$ cat config.mk
export PLATFORM = sky130hd
export DESIGN_NAME = escalonador_ativos
export DESIGN_NICKNAME = d
export VERILOG_FILES = /design/src/rtl/escalonador_pkg.sv /design/src/rtl/escalonador_ativos.sv
export SDC_FILE = /design/constraint.sdc
export NUM_CORES = 1
export LEC_CHECK = 0
export CAP_MARGIN = 5
export CELL_PAD_IN_SITES_DETAIL_PLACEMENT = 2
export CELL_PAD_IN_SITES_GLOBAL_PLACEMENT = 2
export CORE_MARGIN = 1
export CORE_UTILIZATION = 24
export DETAILED_ROUTE_END_ITERATION = 6
export PLACE_DENSITY = 0.8
export SLEW_MARGIN = 5
export SYNTH_ARGS = -nofsm -noshare
export SYNTH_HDL_FRONTEND = slang
export SYNTH_SLANG_ARGS = --single-unit
$ cat constraint.sdc
create_clock -name clk -period 2.4 [get_ports clk]
set_clock_uncertainty 0.05 [all_clocks]
set_input_delay 0.36 -clock clk [delete_from_list [all_inputs] [get_ports clk]]
set_output_delay 0.36 -clock clk [all_outputs]
set_load 0.01 [all_outputs]
$ cat src/rtl/escalonador_pkg.sv
// Shared definitions for the active-node selection sequencer:
// FSM encoding, default sizes and the watchdog limit.
package escalonador_pkg;

    typedef enum logic [2:0] {
        ST_IDLE        = 3'd0,
        ST_CLASSIFY    = 3'd1,
        ST_WAIT_PRONTO = 3'd2,
        ST_SCAN        = 3'd3,
        ST_GRANT       = 3'd4
    } estado_t;

    localparam int NUM_NA_PADRAO         = 8;
    localparam int CRITERIO_WIDTH_PADRAO = 5;

    // Number of WAIT_PRONTO cycles tolerated before the round is declared stalled.
    function automatic int limite_watchdog(input int num_na);
        return 2 * num_na - 1;
    endfunction

endpackage

$ cat src/rtl/escalonador_ativos.sv
// Launches a classification round, then scans the active nodes round-robin for the
// one holding the classifier's minimum criterion and offers it with a valid/ack handshake.
module escalonador_ativos
    import escalonador_pkg::*;
#(
    parameter int NUM_NA         = NUM_NA_PADRAO,
    parameter int CRITERIO_WIDTH = CRITERIO_WIDTH_PADRAO,
    parameter int IDX_WIDTH      = $clog2(NUM_NA)
) (
    input  logic                             clk,
    input  logic                             rst_n,
    input  logic                             start_in,
    input  logic [NUM_NA-1:0]                na_ativo_in,
    input  logic [NUM_NA*CRITERIO_WIDTH-1:0] na_criterio_in,
    input  logic                             ca_pronto_in,
    input  logic [CRITERIO_WIDTH-1:0]        ca_criterio_geral_in,
    output logic                             aa_atualizar_o,
    output logic                             sel_valid_o,
    output logic [IDX_WIDTH-1:0]             sel_idx_o,
    output logic [CRITERIO_WIDTH-1:0]        sel_criterio_o,
    input  logic                             sel_ack_in,
    output logic                             vazio_o,
    output logic                             erro_o,
    output logic                             busy_o
);

    localparam int                   WD_WIDTH = $clog2(2 * NUM_NA);
    localparam logic [IDX_WIDTH-1:0] IDX_MAX  = IDX_WIDTH'(NUM_NA - 1);
    // The counter reaches the limit on the same edge that raises erro_o.
    localparam logic [WD_WIDTH-1:0]  WD_FIM   = WD_WIDTH'(limite_watchdog(NUM_NA) - 1);

    estado_t                   r_estado;
    estado_t                   w_prox;
    logic [WD_WIDTH-1:0]       r_wd;
    logic [IDX_WIDTH-1:0]      r_scan_cnt;
    logic [IDX_WIDTH-1:0]      r_ptr;
    logic [IDX_WIDTH-1:0]      r_last_idx;
    logic [CRITERIO_WIDTH-1:0] r_min;
    logic [IDX_WIDTH-1:0]      r_sel_idx;
    logic [CRITERIO_WIDTH-1:0] r_sel_criterio;
    logic                      r_vazio;
    logic                      r_erro;

    logic                      w_vazio_set;
    logic                      w_erro_set;
    logic                      w_wd_clr;
    logic                      w_wd_inc;
    logic                      w_carregar;
    logic                      w_avancar;
    logic                      w_grant;
    logic                      w_ack;
    logic                      w_match;

    logic [CRITERIO_WIDTH-1:0] w_criterio [NUM_NA];

    for (genvar gi = 0; gi < NUM_NA; gi++) begin : g_unpack
        assign w_criterio[gi] = na_criterio_in[CRITERIO_WIDTH*gi +: CRITERIO_WIDTH];
    end

    // Explicit wrap so non-power-of-two slot counts stay in range.
    function automatic logic [IDX_WIDTH-1:0] prox_idx(input logic [IDX_WIDTH-1:0] idx);
        return (idx == IDX_MAX) ? '0 : idx + 1'b1;
    endfunction

    assign w_match = na_ativo_in[r_ptr] && (w_criterio[r_ptr] == r_min);

    // NOTE: state and data registers use non-blocking assignments so every flop
    // samples the pre-edge values regardless of process ordering.
    always_ff @(posedge clk or negedge rst_n) begin
        if (!rst_n) begin
            r_estado <= ST_IDLE;
        end else begin
            r_estado <= w_prox;
        end
    end

    // NOTE: every signal written here gets a default first, so no path leaves a
    // value unassigned and no latch is inferred.
    always_comb begin
        w_prox      = r_estado;
        w_vazio_set = 1'b0;
        w_erro_set  = 1'b0;
        w_wd_clr    = 1'b0;
        w_wd_inc    = 1'b0;
        w_carregar  = 1'b0;
        w_avancar   = 1'b0;
        w_grant     = 1'b0;
        w_ack       = 1'b0;
        unique case (r_estado)
            ST_IDLE: begin
                if (start_in) begin
                    if (na_ativo_in == '0) begin
                        w_vazio_set = 1'b1;
                    end else begin
                        w_prox = ST_CLASSIFY;
                    end
                end
            end
            ST_CLASSIFY: begin
                w_wd_clr = 1'b1;
                w_prox   = ST_WAIT_PRONTO;
            end
            ST_WAIT_PRONTO: begin
                w_wd_inc = 1'b1;
                if (ca_pronto_in) begin
                    w_carregar = 1'b1;
                    w_prox     = ST_SCAN;
                end else if (r_wd == WD_FIM) begin
                    w_erro_set = 1'b1;
                    w_prox     = ST_IDLE;
                end
            end
            ST_SCAN: begin
                if (w_match) begin
                    w_grant = 1'b1;
                    w_prox  = ST_GRANT;
                end else if (r_scan_cnt == IDX_MAX) begin
                    w_erro_set = 1'b1;
                    w_prox     = ST_IDLE;
                end else begin
                    w_avancar = 1'b1;
                end
            end
            ST_GRANT: begin
                if (sel_ack_in) begin
                    w_ack  = 1'b1;
                    w_prox = ST_IDLE;
                end
            end
            default: w_prox = ST_IDLE;
        endcase
    end

    always_ff @(posedge clk or negedge rst_n) begin
        if (!rst_n) begin
            r_wd           <= '0;
            r_scan_cnt     <= '0;
            r_ptr          <= '0;
            r_last_idx     <= IDX_MAX;
            r_min          <= '1;
            r_sel_idx      <= '0;
            r_sel_criterio <= '0;
            r_vazio        <= 1'b0;
            r_erro         <= 1'b0;
        end else begin
            r_vazio <= w_vazio_set;
            r_erro  <= w_erro_set;

            if (w_wd_clr) begin
                r_wd <= '0;
            end else if (w_wd_inc) begin
                r_wd <= r_wd + 1'b1;
            end

            // Round-robin: the scan starts just past the last acknowledged winner.
            if (w_carregar) begin
                r_min      <= ca_criterio_geral_in;
                r_ptr      <= prox_idx(r_last_idx);
                r_scan_cnt <= '0;
            end else if (w_avancar) begin
                r_ptr      <= prox_idx(r_ptr);
                r_scan_cnt <= r_scan_cnt + 1'b1;
            end

            if (w_grant) begin
                r_sel_idx      <= r_ptr;
                r_sel_criterio <= r_min;
            end

            if (w_ack) begin
                r_last_idx <= r_sel_idx;
            end
        end
    end

    assign aa_atualizar_o = (r_estado == ST_CLASSIFY);
    assign sel_valid_o    = (r_estado == ST_GRANT);
    assign busy_o         = (r_estado != ST_IDLE);
    assign sel_idx_o      = r_sel_idx;
    assign sel_criterio_o = r_sel_criterio;
    assign vazio_o        = r_vazio;
    assign erro_o         = r_erro;

endmodule

* Word level (Yosys, flattened, before mapping) *
Index checks and enable logic that the tools add are counted.

word-level totals
  flip-flop bits (word level) = 31
  input port bits = 58
  output and inout bits = 13
  word-level logic and storage cells = 78

cells by class
  add/subtract/negate cells = 4
  $lt $le $gt $ge = 2
  equal/unequal tests = 14
  multiplexer cells = 40
  bitwise gates (word level) = 1
  reduce and logical (&&, ||, !) cells = 7

operators by type and width
  operator                                                                number
  3-bit 2-to-1 mux                                                        13
  1-bit 2-to-1 mux                                                        19
  5-bit binary-select mux with 3-bit select                               1
  3-bit case mux with 5 select lines                                      1
  3-bit equality test (second input constant)                             4
  5-bit 2-to-1 mux                                                        2
  3-bit by 1-bit adder with 3-bit output (second input constant)          3
  8-bit zero test                                                         1
  4-bit 2-to-1 mux                                                        2
  3-bit by 2-bit equality test with 1-bit output (second input constant)  2
  3-bit inequality test (second input constant)                           2
  5-bit equality test                                                     1
  5-bit AND reduction                                                     1
  4-bit by 1-bit adder with 4-bit output (second input constant)          1
  4-bit equality test (second input constant)                             1
  4-bit >= comparator (second input constant)                             1
  3-bit by 4-bit < comparator with 1-bit output (second input constant)   1
  2-bit inequality test (second input constant)                           2
  3-bit NOT with 4-bit output                                             1
  2-bit nonzero test                                                      2
  1-bit binary-select mux with 3-bit select                               1
  3-bit by 1-bit equality test with 1-bit output (second input constant)  1
  3-bit zero test                                                         1
  3-bit nonzero test                                                      1
  3 further kinds                                                         3

* Logic depth before layout (Yosys ltp) *
Gate-level depths: netlist of the first run.

  depth in word-level cells = 10
  mapped depth = 9
  gate-level depth less buffers = 7

* Least setup slack after synthesis of the first run *
No wires, ideal clock.

  path kind = reg-to-reg
  start = register r_ptr[0]
  end = register r_sel_criterio[0], in the netlist sel_criterio_o[0]
  library setup time = 0.125 ns
  arrival time = 2.347 ns
  required time = 2.225 ns
  path slack = -0.121 ns
  cell stages (with the launch flop) = 8
  period minus slack after synthesis = 2.521 ns
  cell sequence = dfrtp_1 -> buf_4 -> mux4_2 -> mux2i_1 -> xor2_1 -> nand2_1 -> nor4_4 -> mux2_2

between the ends
  cells in the longest elaborated chain, start to end = 8
  elaborated cells on any way between the ends = 10

ends and longest elaborated chain
  element                                              RTL line                   text
  from (decl)                                          escalonador_ativos.sv:36   logic [IDX_WIDTH-1:0] r_ptr;
  from (signal assigned)                               escalonador_ativos.sv:158  r_ptr <= prox_idx(r_last_idx);
  from (signal assigned)                               escalonador_ativos.sv:161  r_ptr <= prox_idx(r_ptr);
  3-bit NOT with 4-bit output (not written as such)    escalonador_ativos.sv:65   assign w_match = na_ativo_in[r_ptr] && (w_criterio[r_ptr] == r_min);
  5-bit binary-select mux with 3-bit select            escalonador_ativos.sv:65
  5-bit 2-to-1 mux (not written as such) (2 in a row)  escalonador_ativos.sv:65
  5-bit equality test                                  escalonador_ativos.sv:65
  1-bit logical AND *                                  escalonador_ativos.sv:65
  1-bit 2-to-1 mux *                                   escalonador_ativos.sv:114  if (w_match) begin
  1-bit 2-to-1 mux *                                   escalonador_ativos.sv:89   unique case (r_estado)
  to (signal assigned)                                 escalonador_ativos.sv:167  r_sel_criterio <= r_min;
  to (decl)                                            escalonador_ativos.sv:40   logic [CRITERIO_WIDTH-1:0] r_sel_criterio;

Every way passes the cells marked *; elsewhere a longest branch is shown, timed or not. The select of a mux whose other input is x is not followed.
A chain may end at the register's enable or synchronous reset.

* Worst setup path after layout of the first run *
  start = register r_ptr[0]
  end = register r_sel_criterio[4], in the netlist sel_criterio_o[4]

Same word-level chain as after synthesis.

==> impl_metrics.csv, run 1 <==
group,metric,value,unit
worst_setup_path,crit_chain,"clkbuf_16, mux2i_1, mux4_2, xor2_1, nand4_2, nor4_4, buf_6, mux2_2",
grt,grt_pass1_wl,10.5,mm
power_and_ir_drop,p_seq_frac,0.316,
floorplanning,ios,71,
sta,rsz0062_at_grt,"yes",
cts,clk_path_buf_depth,2,
power_and_ir_drop,p_leak,1.32,nW
cts,path_clk_slew,0.07,ns
floorplanning,die_h,92.0,um
sta,worst-slew-pin-transition,0.428,ns
sta,finalSetupViolations,14,
route,vias,1791,
sta,fmax,0.390,GHz
worst_setup_path,critPathMaxFanout,9,
floorplanning,coreArea,7770,um2
synth,ys_seq_area_frac,0.404,
route,totalWireLength,6.61,mm
worst_setup_path,start_kind,"flop",
cells_and_area,layout_commonest_cell,"clkdlybuf4s50_1",
worst_setup_path,required,2.51,ns
sta,finalCritPeriodShare,1.07,
worst_setup_path,critical_path_class,"reg2reg",
synth,syn_nets,247,
cts,cts_root_buf,"clkbuf_8",
synth,netlist_instances,181,
cts,hold_buffers,0,
placement,dpl.hpwl,5.13,mm
route,dr.first_iter.drc_count,51,
worst_setup_path,worstPathArrival,2.68,ns
cells_and_area,n_antenna_cell,0,
worst_setup_path,crit_buf_inv,2,
route,drtPass1Iterations,4,
power_and_ir_drop,power.switching,1.16,mW
worst_setup_path,reg2reg_to,"sel_criterio_o[4]$_DFFE_PN0P_",
grt,grt_antenna_before_repair,0,
floorplanning,initial_core_util,0.250,
power_and_ir_drop,p_per_area,965,nW/um2
cts,clock_insertion_delay_worst_skew,0.29,ns
cells_and_area,area_delta_synth_final,55.7,%
cts,cts.sinks,31,
sta,min_period,2.56,ns
run_status,violations,"negative setup slack",
sta,fin_tns_setup,-1.48,ns
power_and_ir_drop,clockPowerShare,0.135,
hold_path,hold_class,"in2async",
worst_setup_path,critPathCaptureType,"flop",
power_and_ir_drop,switching_share,0.397,
worst_setup_path,cpPeakStageDelay,0.47,ns
cells_and_area,nNetsFinal,334,
placement,gp_congestion,0.732,
cts,cts_tree,"built",
cts,cts-buffers-inserted,5,
synth,ys_types,34,
power_and_ir_drop,p_total,2.92,mW
sta,max_slew_margin,0.715,
floorplanning,die_area,8460,um2
cts,htreeDepth,2,
cells_and_area,drive_gt1_frac,0.234,
grt,grt_pass1_vias,2028,
power_and_ir_drop,ir_drop,0.000244,V
worst_setup_path,r2r_start,"r_ptr[0]$_DFFE_PN0P_",
route,ant_nets,0,
placement,port_buffers,70,
route,via_per_inst,4.83,
synth,ys_warn_count,0,
power_and_ir_drop,comb_power_share,0.550,
sta,fin_hold_ws,0.427,ns
worst_setup_path,crit_family,"multiplexers",
route,wire_per_inst,17.8,um
grt,overflow,0,
power_and_ir_drop,power.internal,1.76,mW
sta,setup_ws,-0.162,ns
worst_setup_path,slowest_stage,"mux4_2",
synth,synth-seq-cells,31,
worst_setup_path,rrSetupSlack,-0.16,ns
grt,grt_max_degree,32,
grt,grt.total_usage,0.164,
placement,post-place-ws,-0.363,ns
floorplanning,die_w,92.0,um
sta,hold_viol,0,
run_status,status,"finished with violations",
synth,syn_area,1940,um2
route,drc,0,
job,max_cap_viol_count,0,
cells_and_area,final_cell_mix,"clkdlybuf4s50_1 (70), dfrtp_1 (22), nand2_1 (19), buf_4 (15)",
sta,drv_slew,0,
floorplanning,rows,32,
worst_setup_path,rr_worst_depth,8,
synth,avgSynthCellArea,10.7,um2
power groups by stage:
stage	Clock, mW	Sequential (mW)	Combinational [mW]
final	0.393	0.922	1.60
after floorplan	0	0.843	0.931
after CTS	0.409	0.913	1.56
after detailed placement	0	0.921	1.50
after global routing	0.429	0.953	1.76
after global placement	0	0.907	1.43
timing repair:
| item | CTS | global route |
|---|---|---|
| endpoints found under the setup margin | 15 | 18 |
| gates resized for setup | 4 | 4 |
| setup buffers | 2 | 1 |
| gates cloned | 0 | 1 |
| pin swaps | 0 | 1 |
stage by stage:
stage / instances / area (um2) / util
floorplan: 181 / 1950 / -
global placement: 359 / 2870 / 0.370
detailed placement: 359 / 2870 / 0.370
CTS: 369 / 2980 / 0.384
global route: 371 / 3030 / 0.389
finish: 371 / 3030 / 0.389
worst max-delay path by stage:
| stage | start | endpoint | slack (ns) | cells past startpoint |
|---|---|---|---|---|
| after CTS | r_ptr[0]$_DFFE_PN0P_ | r_ptr[1]$_DFFE_PN0P_ | -0.15 | 7 |
| after global placement | na_criterio_in[36] | sel_idx_o[0]$_DFFE_PN0P_ | -0.29 | 8 |
| after global routing | r_ptr[0]$_DFFE_PN0P_ | sel_criterio_o[4]$_DFFE_PN0P_ | -0.28 | 8 |
| after floorplan | r_ptr[0]$_DFFE_PN0P_ | sel_criterio_o[0]$_DFFE_PN0P_ | -0.10 | 7 |
| final | r_ptr[0]$_DFFE_PN0P_ | sel_criterio_o[4]$_DFFE_PN0P_ | -0.16 | 8 |
| after detailed placement | na_criterio_in[28] | r_ptr[1]$_DFFE_PN0P_ | -0.36 | 8 |
layer usage:
| metal | vias to the layer above | track usage | part of all wire |
|---|---|---|---|
| li1 | 834 | - | - |
| met1 | 899 | 0.188 | 0.41 |
| met2 | 51 | 0.302 | 0.53 |
| met3 | 7 | 0.0357 | 0.054 |
| met4 | 0 | 0.0482 | 0.011 |
| met5 | - | 0 | 0 |
flip-flops by register name, indices dropped and copies added, names as in the netlist:
register,flops
erro_o,1
r_estado,3
r_last_idx,3
r_min,5
r_ptr,3
r_scan_cnt,3
r_wd,4
sel_criterio_o,5
sel_idx_o,3
vazio_o,1
synth_stat cells, drive strengths merged:
cell type | count | area, um2
nand3 | 10 | 50.1
nand4 | 1 | 12.5
and3 | 2 | 12.5
nor2 | 9 | 33.8
buf | 3 | 20.0
o21a | 1 | 7.51
and2 | 1 | 6.26
inv | 8 | 30.0
a21o | 1 | 7.51
nand2b | 2 | 12.5
o211ai | 2 | 15.0
mux4 | 9 | 203
or3 | 1 | 6.26
a22oi | 1 | 7.51
or4b | 1 | 10.0
o32a | 1 | 10.0
clkbuf | 6 | 22.5
nor4 | 2 | 27.5
dfrtp | 23 | 576
dfstp | 8 | 210
ha | 8 | 100
or4 | 3 | 22.5
o311ai | 1 | 8.76
nor3b | 1 | 7.51
o21ai | 15 | 75.1
mux2i | 15 | 150
mux2 | 12 | 135
a21oi | 5 | 25.0
nor3 | 4 | 20.0
xor2 | 5 | 43.8
nand2 | 20 | 75.1
cell families after synthesis:
family / share of synthesized area
AO/OA/AOI/OAI: 0.0805
XOR/XNOR: 0.0225
adder cells (fa/ha/maj): 0.0515
buffers and inverters: 0.0373
flip-flops: 0.404
multiplexers: 0.251
AND/OR/NAND/NOR: 0.153
final cells by class:
class | instances | area [um2]
Clock buffer | 7 | 76.3
Clock inverter | 1 | 5.00
Fill cell | 836 | 4740
Inverter | 8 | 30.0
Multi-Input combinational cell | 133 | 1110
Sequential cell | 31 | 787
Tap cell | 102 | 128
Timing Repair Buffer | 89 | 890
(Power assumes the default switching activity.)
==> run 2: changes to the inputs <==
--- a/config.mk
+++ b/config.mk
@@ -9,9 +9,10 @@
 export CELL_PAD_IN_SITES_DETAIL_PLACEMENT = 2
 export CELL_PAD_IN_SITES_GLOBAL_PLACEMENT = 2
 export CORE_MARGIN = 1
-export CORE_UTILIZATION = 24
+export CORE_UTILIZATION = 25
+export CTS_BUF_LIST = sky130_fd_sc_hd__clkbuf_4 sky130_fd_sc_hd__clkbuf_8
 export DETAILED_ROUTE_END_ITERATION = 6
-export PLACE_DENSITY = 0.8
+export PLACE_DENSITY = 0.83
 export SLEW_MARGIN = 5
 export SYNTH_ARGS = -nofsm -noshare
 export SYNTH_HDL_FRONTEND = slang
==> run 2 against run 1 <==
The flow still finishes with violations (negative setup slack). Combinational power up 4%. Cell count fell by 0.27%. Critical path depth is the same. Die area is 3.9% lower. Sequential share of layout area decreased by 0.52 points. Count of clock-buffer cells in the layout decreased by 1. Non-clock buffer count grew 2. Via count grew 1.0%. Core utilization is 2.9 points higher. Flip-flop and latch count stayed put. Total power rose by 7.9%. Register-to-register slack hardly changed. Critical endpoint is now sel_idx_o[0]$_DFFE_PN0P_.
==> impl_metrics.csv, run 2 (same netlist as run 1, synthesis figures left out) <==
group,metric,value,unit
run_status,status,"finished with violations",
run_status,violations,"negative setup slack",
grt,overflow,0,
sta,setup_ws,-0.172,ns
placement,gp_congestion,0.751,
route,vias,1809,
route,dr.first_iter.drc_count,98,
worst_setup_path,crit_cells,8,
power_and_ir_drop,ir_drop,0.000323,V
cts,htreeDepth,2,
hold_path,hold_class,"in2async",
sta,hold_viol,0,
grt,grt.total_usage,0.182,
cells_and_area,area_delta_synth_final,58.9,%
cells_and_area,seqCellArea,787,um2
cells_and_area,final_cell_mix,"clkdlybuf4s50_1 (70), dfrtp_1 (22), nand2_1 (19), mux2i_1 (15)",
floorplanning,die_area,8130,um2
cts,cts-buffers-inserted,5,
sta,finalCritPeriodShare,1.07,
worst_setup_path,worst_path_most_repeated_cell,"buf_6",
worst_setup_path,reg2reg_to,"sel_idx_o[0]$_DFFE_PN0P_",
job,max_cap_viol_count,0,
sta,worst-slew-pin-transition,0.425,ns
cts,cts_tree,"built",
placement,port_buffers,70,
sta,max_slew_margin,0.716,
worst_setup_path,rr_worst_depth,8,
sta,finalSetupViolations,12,
placement,dpl.hpwl,5.15,mm
worst_setup_path,slowest_stage,"mux4_2",
worst_setup_path,start_kind,"flop",
sta,fin_hold_ws,0.395,ns
route,drtPass1Iterations,4,
cells_and_area,nNetsFinal,336,
floorplanning,coreArea,7370,um2
cts,hold_buffers,0,
worst_setup_path,worstPathArrival,2.71,ns
floorplanning,rows,31,
cts,path_clk_slew,0.09,ns
cells_and_area,fillCellCount,777,
sta,drv_slew,0,
cts,cts_root_buf,"clkbuf_8",
route,via_per_inst,4.89,
floorplanning,initial_core_util,0.264,
cts,clk_path_buf_depth,2,
power_and_ir_drop,p_per_area,1020,nW/um2
route,drc,0,
sta,fmax,0.389,GHz
cells_and_area,final_core_util,0.419,
worst_setup_path,critPathMaxFanout,5,
floorplanning,die_h,90.2,um
cells_and_area,layout_commonest_cell,"clkdlybuf4s50_1",
route,totalWireLength,7.29,mm
power_and_ir_drop,p_leak,1.34,nW
worst_setup_path,r2r_start,"r_ptr[0]$_DFFE_PN0P_",
grt,grt_max_degree,32,
grt,grt_antenna_before_repair,0,
worst_setup_path,crit_buf_inv,2,
grt,grt_pass1_vias,2053,
worst_setup_path,crit_start,"r_ptr[0]$_DFFE_PN0P_",
worst_setup_path,required,2.53,ns
worst_setup_path,crit_family,"multiplexers",
worst_setup_path,critPathCaptureType,"flop",
worst_setup_path,rrSetupSlack,-0.17,ns
sta,rsz0062_at_grt,"yes",
worst_setup_path,critical_path_class,"reg2reg",
cells_and_area,n_antenna_cell,0,
route,ant_nets,0,
cells_and_area,multi_input_area,1130,um2
cts,clock_insertion_delay_worst_skew,0.31,ns
route,wire_per_inst,19.7,um
cts,cts.sinks,31,
placement,post-place-ws,-0.342,ns
floorplanning,ios,71,
grt,grt_pass1_wl,11.5,mm
floorplanning,die_w,90.2,um
worst_setup_path,crit_chain,"buf_6, mux4_2, mux2i_1, xor2_1, nand2_2, nor4_4, buf_6, mux2_4",
worst_setup_path,cpPeakStageDelay,0.50,ns
sta,min_period,2.57,ns
cells_and_area,drive_gt1_frac,0.247,
power_and_ir_drop,p_total,3.15,mW
==> run 2: report_power, final <==
| part | internal [mW] | total [mW] | switching, mW |
|---|---|---|---|
| Combinational | 0.874 | 1.66 | 0.781 |
| Sequential | 0.711 | 0.929 | 0.219 |
| Clock | 0.336 | 0.567 | 0.231 |
==> run 2: worst max-delay path by stage <==
stage,to
after global routing,sel_criterio_o[0]$_DFFE_PN0P_
after CTS,sel_criterio_o[1]$_DFFE_PN0P_
after floorplan,sel_criterio_o[0]$_DFFE_PN0P_
after global placement,sel_idx_o[2]$_DFFE_PN0P_
final,sel_idx_o[0]$_DFFE_PN0P_
after detailed placement,sel_idx_o[1]$_DFFE_PN0P_
==> run 2: worst register-to-register path, cell delays in order, from the launching register on <==
cell	delay, ns
dfrtp_2	0.44
buf_6	0.15
mux4_2	0.51
mux2i_1	0.19
xor2_1	0.21
nand2_2	0.13
nor4_4	0.29
buf_6	0.19
mux2_4	0.31
==> run 2: per-layer routing <==
layer	track usage	up-vias	wire length (um)
li1	-	835	-
met1	0.216	922	3150
met2	0.329	46	3770
met3	0.0406	6	292
met4	0.0524	0	83
met5	0	-	0
==> run 2: stage by stage <==
stage / cells / cell area (um2) / setup TNS [ns]
detailed placement: 358 / 2870 / -4.45
CTS: 368 / 3060 / -0.956
global placement: 358 / 2870 / -3.22
floorplan: 181 / 1950 / -0.756
global route: 370 / 3090 / -3.52
finish: 370 / 3090 / -1.67
==> run 2: what timing repair did <==
item,in CTS,in global routing
setup buffers,1,3
endpoints found under the setup margin,15,18
pin swaps,3,0
gates cloned,1,0
gates resized for setup,16,4
==> run 2: area by class of cell <==
type                       count  share of cell area
clock buffer                   6              0.0268
tap                           99              0.0401
sequential                    31               0.255
multi-input combinational    133               0.368
clock inverter                 2              0.0113
inverter                       8             0.00973
timing repair buffer          91               0.289
==> run 3: changes to the inputs <==
--- a/config.mk
+++ b/config.mk
@@ -8,11 +8,13 @@
 export CAP_MARGIN = 5
 export CELL_PAD_IN_SITES_DETAIL_PLACEMENT = 2
 export CELL_PAD_IN_SITES_GLOBAL_PLACEMENT = 2
+export CORE_ASPECT_RATIO = 0.5
 export CORE_MARGIN = 1
 export CORE_UTILIZATION = 25
 export CTS_BUF_LIST = sky130_fd_sc_hd__clkbuf_4 sky130_fd_sc_hd__clkbuf_8
 export DETAILED_ROUTE_END_ITERATION = 6
 export PLACE_DENSITY = 0.83
+export SETUP_SLACK_MARGIN = 0.5
 export SLEW_MARGIN = 5
 export SYNTH_ARGS = -nofsm -noshare
 export SYNTH_HDL_FRONTEND = slang
==> constraint.sdc (replaced) <==
create_clock -name clk -period 2.4 [get_ports clk]
set_clock_uncertainty 0.05 [all_clocks]
set_input_delay 0.36 -clock clk [delete_from_list [all_inputs] [get_ports clk]]
set_output_delay 0.36 -clock clk [all_outputs]
set_load 0.05 [all_outputs]
==> run 3 against run 2 <==
The run still ends with negative setup slack left. Cell area fell by 0.28%. Non-clock buffer count fell by 5. Core utilization fell by 0.47 points. Sequential share of layout area rose by 0.11 points. Die area rose by 0.27%. Via count barely moved. Worst setup slack got worse by 0.066 ns. Cell count fell by 2.2%. Critical path depth did not move. Global-route usage rose by 1.3 points. Sequential power fell by 1%.
==> impl_metrics.csv, run 3 (same netlist as run 1, synthesis figures left out) <==
group,metric,value,unit
floorplanning,die_w,127,um
grt,grt_max_degree,32,
cells_and_area,multi_input_area,1150,um2
placement,port_buffers,70,
route,drc,0,
sta,max_slew_margin,0.631,
power_and_ir_drop,p_leak,1.42,nW
route,via_per_inst,5.00,
worst_setup_path,crit_chain,"buf_12, mux2i_1, mux4_2, xor2_1, nand4_4, nor4_4, buf_6, mux2_2",
route,vias,1810,
worst_setup_path,reg2reg_to,"sel_idx_o[1]$_DFFE_PN0P_",
run_status,violations,"negative setup slack",
sta,min_period,2.64,ns
worst_setup_path,worstPathArrival,2.76,ns
sta,setup_ws,-0.238,ns
sta,hold_viol,0,
sta,fin_hold_ws,0.433,ns
placement,dpl.hpwl,5.64,mm
route,totalWireLength,8.19,mm
cts,hold_buffers,0,
sta,finalSetupViolations,17,
route,wire_per_inst,22.6,um
route,dr.first_iter.drc_count,45,
worst_setup_path,cpPeakStageDelay,0.50,ns
run_status,status,"finished with violations",
cells_and_area,seqCellArea,788,um2
grt,grt_antenna_before_repair,0,
worst_setup_path,critPathMaxFanout,14,
floorplanning,rows,22,
cts,cts.sinks,31,
cells_and_area,area_delta_synth_final,58.4,%
route,ant_nets,0,
grt,grt.total_usage,0.196,
cts,htreeDepth,2,
cells_and_area,final_cell_mix,"clkdlybuf4s50_1 (59), dfrtp_1 (21), nand2_1 (19), mux2i_1 (13)",
floorplanning,coreArea,7430,um2
job,max_cap_viol_count,0,
sta,drv_slew,0,
cells_and_area,final_core_util,0.414,
sta,worst-slew-pin-transition,0.553,ns
floorplanning,die_h,64.3,um
power_and_ir_drop,p_per_area,1100,nW/um2
grt,grt_pass1_vias,2111,
sta,fmax,0.379,GHz
cells_and_area,drive_gt1_frac,0.259,
placement,place_area,2860,um2
floorplanning,ios,71,
cells_and_area,layout_commonest_cell,"clkdlybuf4s50_1",
power_and_ir_drop,ir_drop,0.000307,V
hold_path,hold_class,"in2async",
sta,fin_tns_setup,-2.55,ns
sta,rsz0062_at_grt,"yes",
worst_setup_path,critPathCaptureType,"flop",
worst_setup_path,rrSetupSlack,-0.24,ns
floorplanning,initial_core_util,0.261,
sta,finalCritPeriodShare,1.10,
cells_and_area,nNetsFinal,331,
cells_and_area,fillCellCount,774,
worst_setup_path,rr_worst_depth,8,
worst_setup_path,r2r_start,"r_ptr[0]$_DFFE_PN0P_",
cts,cts_root_buf,"clkbuf_8",
floorplanning,die_area,8150,um2
cells_and_area,n_antenna_cell,0,
worst_setup_path,slowest_stage,"mux4_2",
cts,clock_insertion_delay_worst_skew,0.29,ns
cells_and_area,finalInstanceArea,3080,um2
grt,overflow,0,
grt,grt_pass1_wl,11.8,mm
cts,cts_tree,"built",
cts,clk_path_buf_depth,2,
placement,gp_congestion,0.817,
route,drtPass1Iterations,4,
worst_setup_path,required,2.53,ns
worst_setup_path,critical_path_class,"reg2reg",
cts,path_clk_slew,0.08,ns
cts,cts-buffers-inserted,5,
worst_setup_path,start_kind,"flop",
## run 3: power breakdown
group	switching (mW)	leakage [nW]	internal (mW)	total, mW
Clock	0.220	0.0612	0.336	0.557
Combinational	1.05	0.969	0.853	1.90
Sequential	0.205	0.385	0.713	0.918
Total	1.47	1.42	1.90	3.37
## run 3: timing repair
action                     in CTS  in global routing
cloned                          0                  0
resized for setup              15                 21
pin swaps                       1                  3
setup endpoints to repair      24                 28
buffers inserted                1                  1
## run 3: worst max-delay path by stage
stage                               endpoint                  from  slack [ns]
3_5_place_dp   sel_criterio_o[2]$_DFFE_PN0P_    na_criterio_in[29]       -0.38
2_1_floorplan  sel_criterio_o[0]$_DFFE_PN0P_  r_ptr[0]$_DFFE_PN0P_       -0.10
5_1_grt             sel_idx_o[1]$_DFFE_PN0P_  r_ptr[0]$_DFFE_PN0P_       -0.32
6_report            sel_idx_o[1]$_DFFE_PN0P_  r_ptr[0]$_DFFE_PN0P_       -0.24
3_3_place_gp            r_ptr[1]$_DFFE_PN0P_    na_criterio_in[37]       -0.26
4_1_cts             sel_idx_o[1]$_DFFE_PN0P_  r_ptr[0]$_DFFE_PN0P_       -0.20
## run 3: through the flow
| step | power (mW) | worst slack, ns | cells |
|---|---|---|---|
| CTS | 3.18 | -0.201 | 361 |
| floorplan | 1.92 | -0.101 | 181 |
| global placement | 2.44 | -0.263 | 352 |
| detailed placement | 2.57 | -0.376 | 352 |
| global route | 3.56 | -0.317 | 362 |
| finish | 3.37 | -0.238 | 362 |
## run 3: critical path: cells and delay by family (launching register included)
kind                      cells  cell delay (ns)
buffers and inverters         2             0.35
muxes                         3             0.98
and+or+nand+nor               2             0.43
DFF                           1             0.44
xor gates and xnor gates      1             0.28
## run 3: cell type report
| cell class | count | share of cell area |
|---|---|---|
| Inverter | 8 | 0.00976 |
| Tap cell | 96 | 0.0390 |
| Multi-Input combinational cell | 133 | 0.375 |
| Timing Repair Buffer | 86 | 0.282 |
| Clock inverter | 2 | 0.0114 |
| Clock buffer | 6 | 0.0268 |
| Sequential cell | 31 | 0.256 |
## run 3: per-layer routing
metal | wire, um | global-route usage | part of all wire | up-vias
li1 | - | - | - | 827
met1 | 3500 | 0.236 | 0.43 | 940
met2 | 4310 | 0.360 | 0.53 | 31
met3 | 246 | 0.0427 | 0.030 | 12
met4 | 134 | 0.0402 | 0.016 | 0
met5 | 0 | 0 | 0 | -
